**src/rtl/logic_unit_arbiter.sv**
```systemverilog
// ============================================================================
//  Module   : logic_unit_arbiter
//  Purpose  : Round-robin sharing of one registered AND/OR/XOR/NOR unit
//             between N_REQ requesters; results come back tagged by id.
//  Revision : 1.0  initial release
// ============================================================================
`default_nettype none

module logic_unit_arbiter #(
    parameter int N_REQ = 4,
    parameter int WIDTH = 8,
    parameter int CNT_W = 16,
    localparam int IDW  = $clog2(N_REQ)
) (
    input  logic                   clk,
    input  logic                   rst,
    input  logic [N_REQ-1:0]       req,
    input  logic [N_REQ*WIDTH-1:0] op_a,
    input  logic [N_REQ*WIDTH-1:0] op_b,
    input  logic [N_REQ*2-1:0]     op_sel,
    output logic [N_REQ-1:0]       gnt,
    output logic                   busy,
    output logic                   rsp_valid,
    output logic [IDW-1:0]         rsp_id,
    output logic [WIDTH-1:0]       rsp_data,
    output logic [CNT_W-1:0]       op_count
);

    typedef enum logic [1:0] {
        S_IDLE = 2'b00,
        S_EXEC = 2'b01,
        S_RESP = 2'b10
    } state_t;

    localparam logic [1:0] C_OP_AND = 2'b00;
    localparam logic [1:0] C_OP_OR  = 2'b01;
    localparam logic [1:0] C_OP_XOR = 2'b10;

    state_t             r_state;
    state_t             w_state_next;

    logic [IDW-1:0]     r_ptr;
    logic [IDW-1:0]     r_id;
    logic [WIDTH-1:0]   r_a;
    logic [WIDTH-1:0]   r_b;
    logic [1:0]         r_sel;

    logic [N_REQ-1:0]   r_gnt;
    logic               r_rsp_valid;
    logic [IDW-1:0]     r_rsp_id;
    logic [WIDTH-1:0]   r_rsp_data;
    logic [CNT_W-1:0]   r_count;

    logic               w_found;
    logic [IDW-1:0]     w_winner;
    logic               w_arb;
    logic               w_exec;
    logic [N_REQ-1:0]   w_gnt_onehot;

    logic [WIDTH-1:0]   w_op_a   [N_REQ];
    logic [WIDTH-1:0]   w_op_b   [N_REQ];
    logic [1:0]         w_op_sel [N_REQ];

    for (genvar gi = 0; gi < N_REQ; gi++) begin : g_unpack
        assign w_op_a[gi]   = op_a[gi*WIDTH +: WIDTH];
        assign w_op_b[gi]   = op_b[gi*WIDTH +: WIDTH];
        assign w_op_sel[gi] = op_sel[gi*2 +: 2];
    end

    function automatic logic [WIDTH-1:0] f_eval(
        input logic [WIDTH-1:0] a,
        input logic [WIDTH-1:0] b,
        input logic [1:0]       sel
    );
        logic [WIDTH-1:0] res;
        case (sel)
            C_OP_AND: res = a & b;
            C_OP_OR:  res = a | b;
            C_OP_XOR: res = a ^ b;
            default:  res = ~(a | b);
        endcase
        return res;
    endfunction

    // Search starts one past the last winner so a repeat requester goes last.
    always_comb begin
        int             idx;
        logic [IDW-1:0] cand;
        w_found  = 1'b0;
        w_winner = '0;
        idx      = 0;
        cand     = '0;
        for (int k = 1; k <= N_REQ; k++) begin
            idx = int'(r_ptr) + k;
            if (idx >= N_REQ) begin
                idx = idx - N_REQ;
            end
            cand = IDW'(idx);
            if (!w_found && req[cand]) begin
                w_found  = 1'b1;
                w_winner = cand;
            end
        end
    end

    assign w_gnt_onehot = N_REQ'(1) << w_winner;

    always_ff @(posedge clk) begin
        if (rst) begin
            r_state <= S_IDLE;
        end else begin
            r_state <= w_state_next;
        end
    end

    always_comb begin
        w_state_next = r_state;
        w_arb        = 1'b0;
        w_exec       = 1'b0;
        case (r_state)
            S_IDLE, S_RESP: begin
                if (w_found) begin
                    w_arb        = 1'b1;
                    w_state_next = S_EXEC;
                end else begin
                    w_state_next = S_IDLE;
                end
            end
            S_EXEC: begin
                w_exec       = 1'b1;
                w_state_next = S_RESP;
            end
            default: begin
                w_state_next = S_IDLE;
            end
        endcase
    end

    always_ff @(posedge clk) begin
        if (rst) begin
            r_ptr       <= IDW'(N_REQ - 1);
            r_id        <= '0;
            r_a         <= '0;
            r_b         <= '0;
            r_sel       <= '0;
            r_gnt       <= '0;
            r_rsp_valid <= 1'b0;
            r_rsp_id    <= '0;
            r_rsp_data  <= '0;
            r_count     <= '0;
        end else begin
            r_gnt       <= '0;
            r_rsp_valid <= 1'b0;
            if (w_arb) begin
                r_gnt <= w_gnt_onehot;
                r_a   <= w_op_a[w_winner];
                r_b   <= w_op_b[w_winner];
                r_sel <= w_op_sel[w_winner];
                r_id  <= w_winner;
                r_ptr <= w_winner;
            end
            if (w_exec) begin
                r_rsp_valid <= 1'b1;
                r_rsp_id    <= r_id;
                r_rsp_data  <= f_eval(r_a, r_b, r_sel);
                if (r_count != {CNT_W{1'b1}}) begin
                    r_count <= r_count + 1'b1;
                end
            end
        end
    end

    assign gnt       = r_gnt;
    assign busy      = (r_state != S_IDLE);
    assign rsp_valid = r_rsp_valid;
    assign rsp_id    = r_rsp_id;
    assign rsp_data  = r_rsp_data;
    assign op_count  = r_count;

endmodule

`default_nettype wire

```
**config.mk**
```make
export PLATFORM = sky130hd
export DESIGN_NAME = logic_unit_arbiter
export DESIGN_NICKNAME = d
export VERILOG_FILES = /design/src/rtl/logic_unit_arbiter.sv
export SDC_FILE = /design/constraint.sdc
export NUM_CORES = 1
export LEC_CHECK = 0
export CAP_MARGIN = 40
export CORE_ASPECT_RATIO = 1.25
export CORE_MARGIN = 2
export CORE_UTILIZATION = 24
export DETAILED_ROUTE_END_ITERATION = 8
export PLACE_DENSITY = 0.6
export SYNTH_ARGS = -nofsm -noshare
export SYNTH_HDL_FRONTEND = slang
export SYNTH_SLANG_ARGS = --single-unit
```
**constraint.sdc**
```tcl
create_clock -name clk -period 1.7 [get_ports clk]
set_input_delay 0.255 -clock clk [delete_from_list [all_inputs] [get_ports clk]]
set_output_delay 0.255 -clock clk [all_outputs]
set_load 0.005 [all_outputs]
```
* Word level (Yosys, flattened, before mapping) *
Index checks and enable logic that the tools add are counted.

word-level totals
  bits in registers = 55
  input port bits = 78
  output and inout port bits = 32
  logic and storage cells = 89

cells by class
  $add $sub $neg = 9
  magnitude comparators = 9
  eq/ne operators = 5
  shifts and indexed selects = 1
  muxes and demuxes = 36
  bitwise logic cells = 6
  reductions and logical operators = 12

operators with widths
  kind                                                        count
  binary-select mux 8 bit (select 2 bit)                      2
  2-to-1 mux 8 bit                                            4
  one-hot mux 8 bit (3 select lines)                          1
  2-to-1 mux 2 bit                                            10
  adder 16 x 1 -> 16 bit, second input constant               1
  != test 16 bit, second input constant                       1
  2-to-1 mux 1 bit                                            13
  >= comparator 3 bit, second input constant                  4
  less-than comparator 2 x 3 -> 1 bit, second input constant  4
  bitwise AND 8 bit                                           1
  binary-select mux 1 bit (select 2 bit)                      4
  inverter 8 bit                                              1
  bitwise OR 8 bit                                            1
  subtractor 2 x 1 -> 2 bit, second input constant            4
  bitwise XOR 8 bit                                           1
  adder 2 x 2 -> 3 bit, second input constant                 2
  adder 2 x 3 -> 4 bit, second input constant                 1
  binary-select mux 2 bit (select 2 bit)                      1
  == test 2 x 1 -> 1 bit, second input constant               2
  == test 2 bit, second input constant                        2
  >= comparator 4 x 3 -> 1 bit, second input constant         1
  zero test 2 bit                                             2
  one-hot mux 2 bit (2 select lines)                          1
  OR reduction 2 bit                                          2
  other kinds (8)                                             12

* Depth between registers and ports, before layout *
Gate-level depths: netlist of run 1.

  depth in word-level cells = 19
  depth in mapped cells = 7
  depth with buffers taken out = 6

* Worst setup path after synthesis of run 1 *
OpenSTA, ideal clock, no wires.

  path type = register to register
  start point = register r_ptr[0]
  end point = register r_a[0]
  library setup time = 129 ps
  data arrival time = 1,484 ps
  data required time = 1,571 ps
  slack = 88 ps
  stages on the path, launching flop included = 8
  buffers on the path = 2
  clock period less this slack = 1,612 ps
  cells stage by stage = dfxtp_1 -> nand2b_1 -> o21ai_1 -> a221oi_2 -> buf_6 -> buf_12 -> mux2i_1 -> o221ai_2

on the way
  word-level cells in the longest chain between the ends = 19
  elaborated cells between the ends (all ways) = 44
  those cells by class = add/sub: 8; order compare: 4; mux: 25; bitwise: 1; reduce/logical: 6

RTL lines
  what                                                                     RTL line  text
  start, declared                                                          42        logic [IDW-1:0] r_ptr;
  start signal, assigned                                                   141       r_ptr <= IDW'(N_REQ - 1);
  start signal, assigned                                                   160       r_ptr <= w_winner;
  adder 2 x 1 -> 3 bit                                                     94        idx = int'(r_ptr) + k;
  >= comparator 3 bit / subtractor 2 x 1 -> 2 bit (equally long branches)  95, 96
  2-to-1 mux 2 bit                                                         95        if (idx >= N_REQ) begin
  binary-select mux 1 bit (select 2 bit)                                   99        if (!w_found && req[cand]) begin
  2-to-1 mux 1 bit (not written as such)                                   99
  2-to-1 mux 1 bit                                                         99
  zero test 1 bit                                                          99
  logical AND 1 bit                                                        99
  (+2 left out)                                                            n/a
  logical AND 1 bit                                                        99
  2-to-1 mux 1 bit                                                         99
  zero test 1 bit                                                          99
  logical AND 1 bit                                                        99
  2-to-1 mux 2 bit                                                         99
  inverter 2 -> 3 bit (not written as such)                                156       r_a <= w_op_a[w_winner];
  binary-select mux 8 bit (select 2 bit)                                   156
  2-to-1 mux 8 bit (not written as such) (2 in series)                     156
  end signal, assigned                                                     156
  end, declared                                                            44        logic [WIDTH-1:0] r_a;

Several ways; a longest one is shown, not always the timed one. The select of a mux whose other input is x is not followed.
A chain may end at the register's enable or synchronous reset.

* Worst setup path in the final report of run 1 *
  start point = register r_ptr[0]
  end point = register r_b[2]

on the way
  word-level cells in the longest chain between the ends = 19
  elaborated cells between the ends (all ways) = 44
  those cells by class = add/sub: 8; order compare: 4; mux: 25; bitwise: 1; reduce/logical: 6

RTL lines
  what                                                                     RTL line  text
  adder 2 x 1 -> 3 bit                                                     94
  >= comparator 3 bit / subtractor 2 x 1 -> 2 bit (equally long branches)  95, 96
  2-to-1 mux 2 bit                                                         95
  binary-select mux 1 bit (select 2 bit)                                   99
  2-to-1 mux 1 bit (not written as such)                                   99
  2-to-1 mux 1 bit                                                         99
  zero test 1 bit                                                          99
  logical AND 1 bit                                                        99
  (+2 left out)                                                            n/a
  logical AND 1 bit                                                        99
  2-to-1 mux 1 bit                                                         99
  zero test 1 bit                                                          99
  logical AND 1 bit                                                        99
  2-to-1 mux 2 bit                                                         99
  inverter 2 -> 3 bit (not written as such)                                157       r_b <= w_op_b[w_winner];
  binary-select mux 8 bit (select 2 bit)                                   157
  2-to-1 mux 8 bit (not written as such) (2 in series)                     157
  end signal, assigned                                                     157
  end, declared                                                            45        logic [WIDTH-1:0] r_b;

Several ways; a longest one is shown, not always the timed one. The select of a mux whose other input is x is not followed.

==> results of run 1 <==
-- where the power goes --
part | internal [uW] | switching, uW
Sequential | 1400 | 98.2
Combinational | 747 | 519
Clock | 547 | 478
-- repair_timing --
action                                  in CTS  in global routing
gates cloned                                 4                  2
pin swaps                                    4                  6
resized for setup                           27                 24
endpoints found under the setup margin      19                 26
setup buffers                                5                  1
-- stage by stage --
stage,setup TNS (ps),worst slack [ps],util [%],instance area [um2],instances
floorplan,0,87.7,-,3120,341
CTS,0,16.4,38.7,4920,640
finish,0,40.1,40.2,5110,643
global placement,-7810,-390,35.9,4560,624
detailed placement,-9100,-478,35.9,4560,624
global route,-562,-49.9,40.2,5110,643
-- layout make-up --
cell class,instances,area (um2)
clock inverter,1,5.00
fill,1242,7610
inverter,18,67.6
clock buffer,7,133
tap,168,210
timing repair buffer,146,1540
multi-input combinational,248,2050
sequential,55,1100
-- worst max-delay path, stage by stage, from the launching register on --
cell and delay, ps:
dfxtp_2 350, nand2b_4 140, o21ai_4 70, a221oi_4 260, buf_6 190, clkbuf_16 170
mux2i_4 240, o221ai_2 110
-- kinds of logic (layout without fill, tap and decap cells) --
family          Yosys count  count (layout)  synth area share, %
fa+ha+maj                17              17                 6.82
mux                      37              37                 11.9
simple gates            106             106                 16.7
buf+inv                  38             172                 5.81
compound gates           67              67                 17.6
flops                    55              55                 35.3
xor+xnor                 21              21                 5.89
-- Yosys cell counts --
library cell   n
dfxtp_1       55
mux2i_1       37
nor2_1        37
nand2_1       30
xor2_1        19
a211oi_1      17
ha_1          17
inv_1         17
a21oi_1       15
clkbuf_1      10
nor2b_1       10
o221ai_2      10
o221ai_1       8
buf_2          6
nand2b_1       5
nand3_1        5
o21ai_1        4
o211ai_1       3
a311oi_1       2
and2_1         2
and3_1         2
and4_1         2
nand4_1        2
nand4_2        2
nor4_1         2
o21a_1         2
or2_1          2
xnor2_1        2
a221oi_2       1
buf_12         1
buf_4          1
buf_6          1
clkbuf_4       1
inv_2          1
nand4b_1       1
nor2_2         1
nor4b_1        1
nor4b_2        1
o2111ai_1      1
o21ai_0        1
o21ai_2        1
o22ai_1        1
o41ai_1        1
or2_2          1
-- sequential cells by signal (all words and copies together), names as in the netlist --
signal     cells
gnt            4
r_sel          2
rsp_id         2
r_ptr          2
r_a            8
r_b            8
rsp_valid      1
r_state        2
r_id           2
op_count      16
rsp_data       8
-- per-layer routing --
metal / GRT usage, % / vias up / wire length, um
met2: 23.4 / 96 / 4570
met4: 3.44 / 0 / 133
met3: 2.43 / 10 / 468
met5: 0 / - / 0
li1: - / 1481 / -
met1: 14.3 / 1306 / 3550
-- cell usage in the layout (no fill, tap or decap), drive strengths merged, types with 2 or more instances in the layout --
cell	count
a211oi	17
a21oi	15
a311oi	2
and2	2
and3	2
and4	2
buf	35
clkbuf	9
clkdlybuf4s50	105
dfxtp	55
dlygate4sd2	3
ha	17
inv	18
mux2i	37
nand2	30
nand2b	5
nand3	5
nand4	4
nor2	38
nor2b	10
nor4	2
nor4b	2
o211ai	3
o21a	2
o21ai	6
o221ai	18
or2	3
xnor2	2
xor2	19
-- path summary, 6_finish.rpt --
path	cells past startpoint	endpoint	startpoint
setup / recovery	7	r_b[2]$_SDFFE_PP0P_	r_ptr[0]$_SDFFE_PP1P_
hold reg to reg	2	rsp_id[1]$_SDFFE_PP0P_	r_id[1]$_SDFFE_PP0P_
hold / removal	2	rsp_id[1]$_SDFFE_PP0P_	r_id[1]$_SDFFE_PP0P_
setup reg to reg	7	r_b[2]$_SDFFE_PP0P_	r_ptr[0]$_SDFFE_PP1P_
==> results.py, run 1 <==
metrics = {
    "power": {
        "p_per_area_nw_per_um2": 741,
        "leakagePower_uw": 0.00200,
        "p_total_uw": 3790,
        "vdd_drop_max_uv": 437,
    },
    "clock_tree": {
        "numCtsBuffers": 5,
        "clock-root-buffer": "clkbuf_16",
        "cts_tree": "done",
        "cts_max_path_buffers": 2,
        "cts.sinks": 55,
        "htree_levels": 2,
        "clk_latency_ps": 290,
        "cts_hold_buf": 0,
        "clkTransAtPathRegs_ps": 70,
    },
    "timing": {
        "min_period_over_period_pct": 97.6,
        "min_period_ps": 1660,
        "worst_slew_pin_slew_ps": 576,
        "finalHoldViolCount": 0,
        "whs_ps": 457,
        "slew_viol_final": 0,
        "relSlewSlack_pct": 61.6,
        "finClkSkew_ps": 5.54,
        "fmax_mhz": 602,
        "finalSetupViolations": 0,
        "rsz0062_at_grt": "true",
    },
    "floorplanning": {
        "dieArea_um2": 13900,
        "ioPinCount": 110,
        "rows": 46,
        "core-area_um2": 12700,
        "die_y_um": 131,
        "start_util_pct": 24.5,
        "die_x_um": 106,
    },
    "global_route": {
        "grt_max_degree": 30,
        "grt_use_total_pct": 12.5,
        "grt_pass1_wl_mm": 14.2,
        "first_global_vias": 2937,
        "grt_overflow": 0,
        "antenna_found_initial": 0,
    },
    "critical_path": {
        "crit_type": "reg -> reg",
        "crit_arrival_ps": 1840,
        "crit_fanout": 5,
        "startpoint_type": "register",
        "cp.required_ps": 1880,
        "end_kind": "register",
        "ff2ff_setup_slack_ps": 40,
    },
    "final_layout": {
        "final_net_count": 569,
        "antenna_cells": 0,
        "drive_gt1_share_pct": 18.7,
        "area_growth_pct": 63.8,
    },
    "synth": {
        "syn-cell-area_um2": 3120,
        "yosysTopAreaCell": "dfxtp_1",
        "synth_top_area_share_pct": 35.3,
        "netlist-cell-type-count": 44,
        "postSynthCellCount": 341,
        "yosysSeqAreaShare_pct": 35.3,
        "synth_warnings": 0,
        "synth_seq_cells": 55,
        "syn-mean-instance-area_um2": 9.15,
        "synth_area_leaders": "dfxtp_1, mux2i_1, ha_1",
        "syn_nets": 436,
    },
    "place": {
        "port_buffers": 109,
        "dp_hpwl_mm": 6.09,
        "gp_congestion": 0.888,
    },
    "routing": {
        "wl_per_cell_um": 13.6,
        "vias": 2893,
        "ant_nets": 0,
        "drt_iter0_drc": 58,
        "routed_wl_mm": 8.73,
        "drt-pass1-iter-count": 4,
        "viasPerCell": 4.50,
        "drcViolationCount": 0,
    },
    "worst_hold_path": {
        "hold_class": "reg -> reg",
    },
    "job": {
        "maxCapViolCount": 0,
    },
    "run_status": {
        "status": "completed",
    },
}
No activity file was read; power rests on OpenSTA's default activity.
==> run 2: changes to the inputs <==
Settings changed: SKIP_CTS_REPAIR_TIMING set to 1.
==> run 2 against run 1 <==
Clock skew is 1.3 ps higher. The flow now finishes with violations (setup timing). Maximum frequency is 4.2% lower. Largest power group unchanged. Critical path depth stayed put.
==> results.py, run 2 (synthesized netlist as in run 1, its figures left out) <==
metrics = {
    "worst_hold_path": {
        "hold_class": "reg -> reg",
    },
    "final_layout": {
        "fin_cells": 639,
        "antenna_cells": 0,
        "drive_gt1_share_pct": 16.1,
        "largest_reg_flops": 16,
        "mostFrequentLayoutCells": "clkdlybuf4s50_1, dfxtp_1, nor2_1",
        "final_common_cell": "clkdlybuf4s50_1",
        "area_growth_pct": 57.9,
        "final_net_count": 565,
    },
    "floorplanning": {
        "dieArea_um2": 13900,
        "die_x_um": 106,
        "die_y_um": 131,
        "rows": 46,
        "start_util_pct": 24.5,
        "ioPinCount": 110,
        "core-area_um2": 12700,
    },
    "routing": {
        "wl_per_cell_um": 13.3,
        "drt_iter0_drc": 74,
        "drcViolationCount": 0,
        "vias": 2853,
        "ant_nets": 0,
        "viasPerCell": 4.46,
        "routed_wl_mm": 8.50,
        "drt-pass1-iter-count": 4,
    },
    "timing": {
        "finalSetupViolations": 11,
        "min_period_ps": 1730,
        "fmax_mhz": 577,
        "min_period_over_period_pct": 102,
        "setup_ws_ps": -33.0,
        "finalHoldViolCount": 0,
        "finClkSkew_ps": 6.85,
        "slew_viol_final": 0,
        "worst_slew_pin_slew_ps": 565,
        "rsz0062_at_grt": "true",
        "relSlewSlack_pct": 62.3,
    },
    "power": {
        "p_per_area_nw_per_um2": 736,
        "vdd_drop_max_uv": 437,
        "leakagePower_uw": 0.00198,
    },
    "global_route": {
        "first_global_vias": 2827,
        "antenna_found_initial": 0,
        "grt_overflow": 0,
        "grt_max_degree": 40,
        "grt_pass1_wl_mm": 13.2,
        "grt_use_total_pct": 11.5,
    },
    "place": {
        "place_ws_ps": -478,
        "place_inst": 624,
        "port_buffers": 109,
        "dp_hpwl_mm": 6.09,
        "gp_congestion": 0.888,
    },
    "clock_tree": {
        "htree_levels": 2,
        "cts_max_path_buffers": 2,
        "cts.sinks": 55,
        "clk_latency_ps": 290,
        "numCtsBuffers": 5,
        "cts_tree": "done",
        "clock-root-buffer": "clkbuf_16",
        "clkTransAtPathRegs_ps": 70,
    },
    "critical_path": {
        "cp.required_ps": 1880,
        "worstPathCellList": "nand2b_4 -> o21ai_4 -> a221oi_4 -> buf_12 -> clkbuf_16 -> mux2i_2 -> o221ai_2",
        "crit_fanout": 10,
        "worst-path-buf-inv": 2,
        "max_stage_delay_ps": 360,
        "startpoint_type": "register",
        "crit_type": "reg -> reg",
        "critPathSlowestCell": "a221oi_4",
        "crit_arrival_ps": 1910,
        "end_kind": "register",
        "cp_top_family": "compound AO/OA/AOI/OAI gates",
    },
    "run_status": {
        "status": "complete, but fails checks",
        "failed_checks": "setup timing",
    },
    "job": {
        "maxCapViolCount": 0,
    },
}
## run 2: cell count changes in the layout (fill, tap and decap cells not counted), sizes merged
cell           delta
buf               -4
dlymetal6s2s      +4
dlygate4sd2       -3
clkdlybuf4s15     -1
## run 2: worst paths after layout
check | start | end | slack (ps) | depth (start not counted)
worst min-delay path | r_id[1]$_SDFFE_PP0P_ | rsp_id[1]$_SDFFE_PP0P_ | 460 | 2
worst max-delay path | r_ptr[0]$_SDFFE_PP1P_ | r_b[0]$_SDFFE_PP0P_ | -30 | 7
worst max register to register | r_ptr[0]$_SDFFE_PP1P_ | r_b[0]$_SDFFE_PP0P_ | -30 | 7
worst min register to register | r_id[1]$_SDFFE_PP0P_ | rsp_id[1]$_SDFFE_PP0P_ | 460 | 2
## run 2: cell type report
cell class,count,area (um2)
flip-flops and latches,55,1100
clock inverters,1,5.00
well taps,168,210
fillers,1255,7790
repair buffers,142,1460
clock buffers,7,133
inverters,18,67.6
multi-input cells,248,1950
## run 2: routing by layer
layer,vias to the layer above,share of wire [%],global-route usage (%)
met4,0,1.3,3.29
li1,1463,-,-
met3,8,5.4,2.43
met2,89,52,21.2
met1,1293,41,13.1
met5,-,0,0
## run 2: metrics by stage
step | util [%] | power (uW) | setup TNS (ps) | hold slack (ps) | instance area (um2)
floorplan | - | 2100 | 0 | 432 | 3120
global route | 38.7 | 3850 | -1400 | 480 | 4930
finish | 38.7 | 3630 | -238 | 457 | 4930
CTS | 37.0 | 3530 | -2010 | 463 | 4700
global placement | 35.9 | 2480 | -7810 | 446 | 4560
detailed placement | 35.9 | 2510 | -9100 | 452 | 4560
## run 2: tightest hold or removal path: stages, from the launching register on
cell	delay, ps
dfxtp_1	310
nand2_1	50
a21oi_1	50
## run 2: power breakdown
part	internal, uW	switching (uW)
Clock	547	470
Sequential	1400	96.2
Combinational	638	476
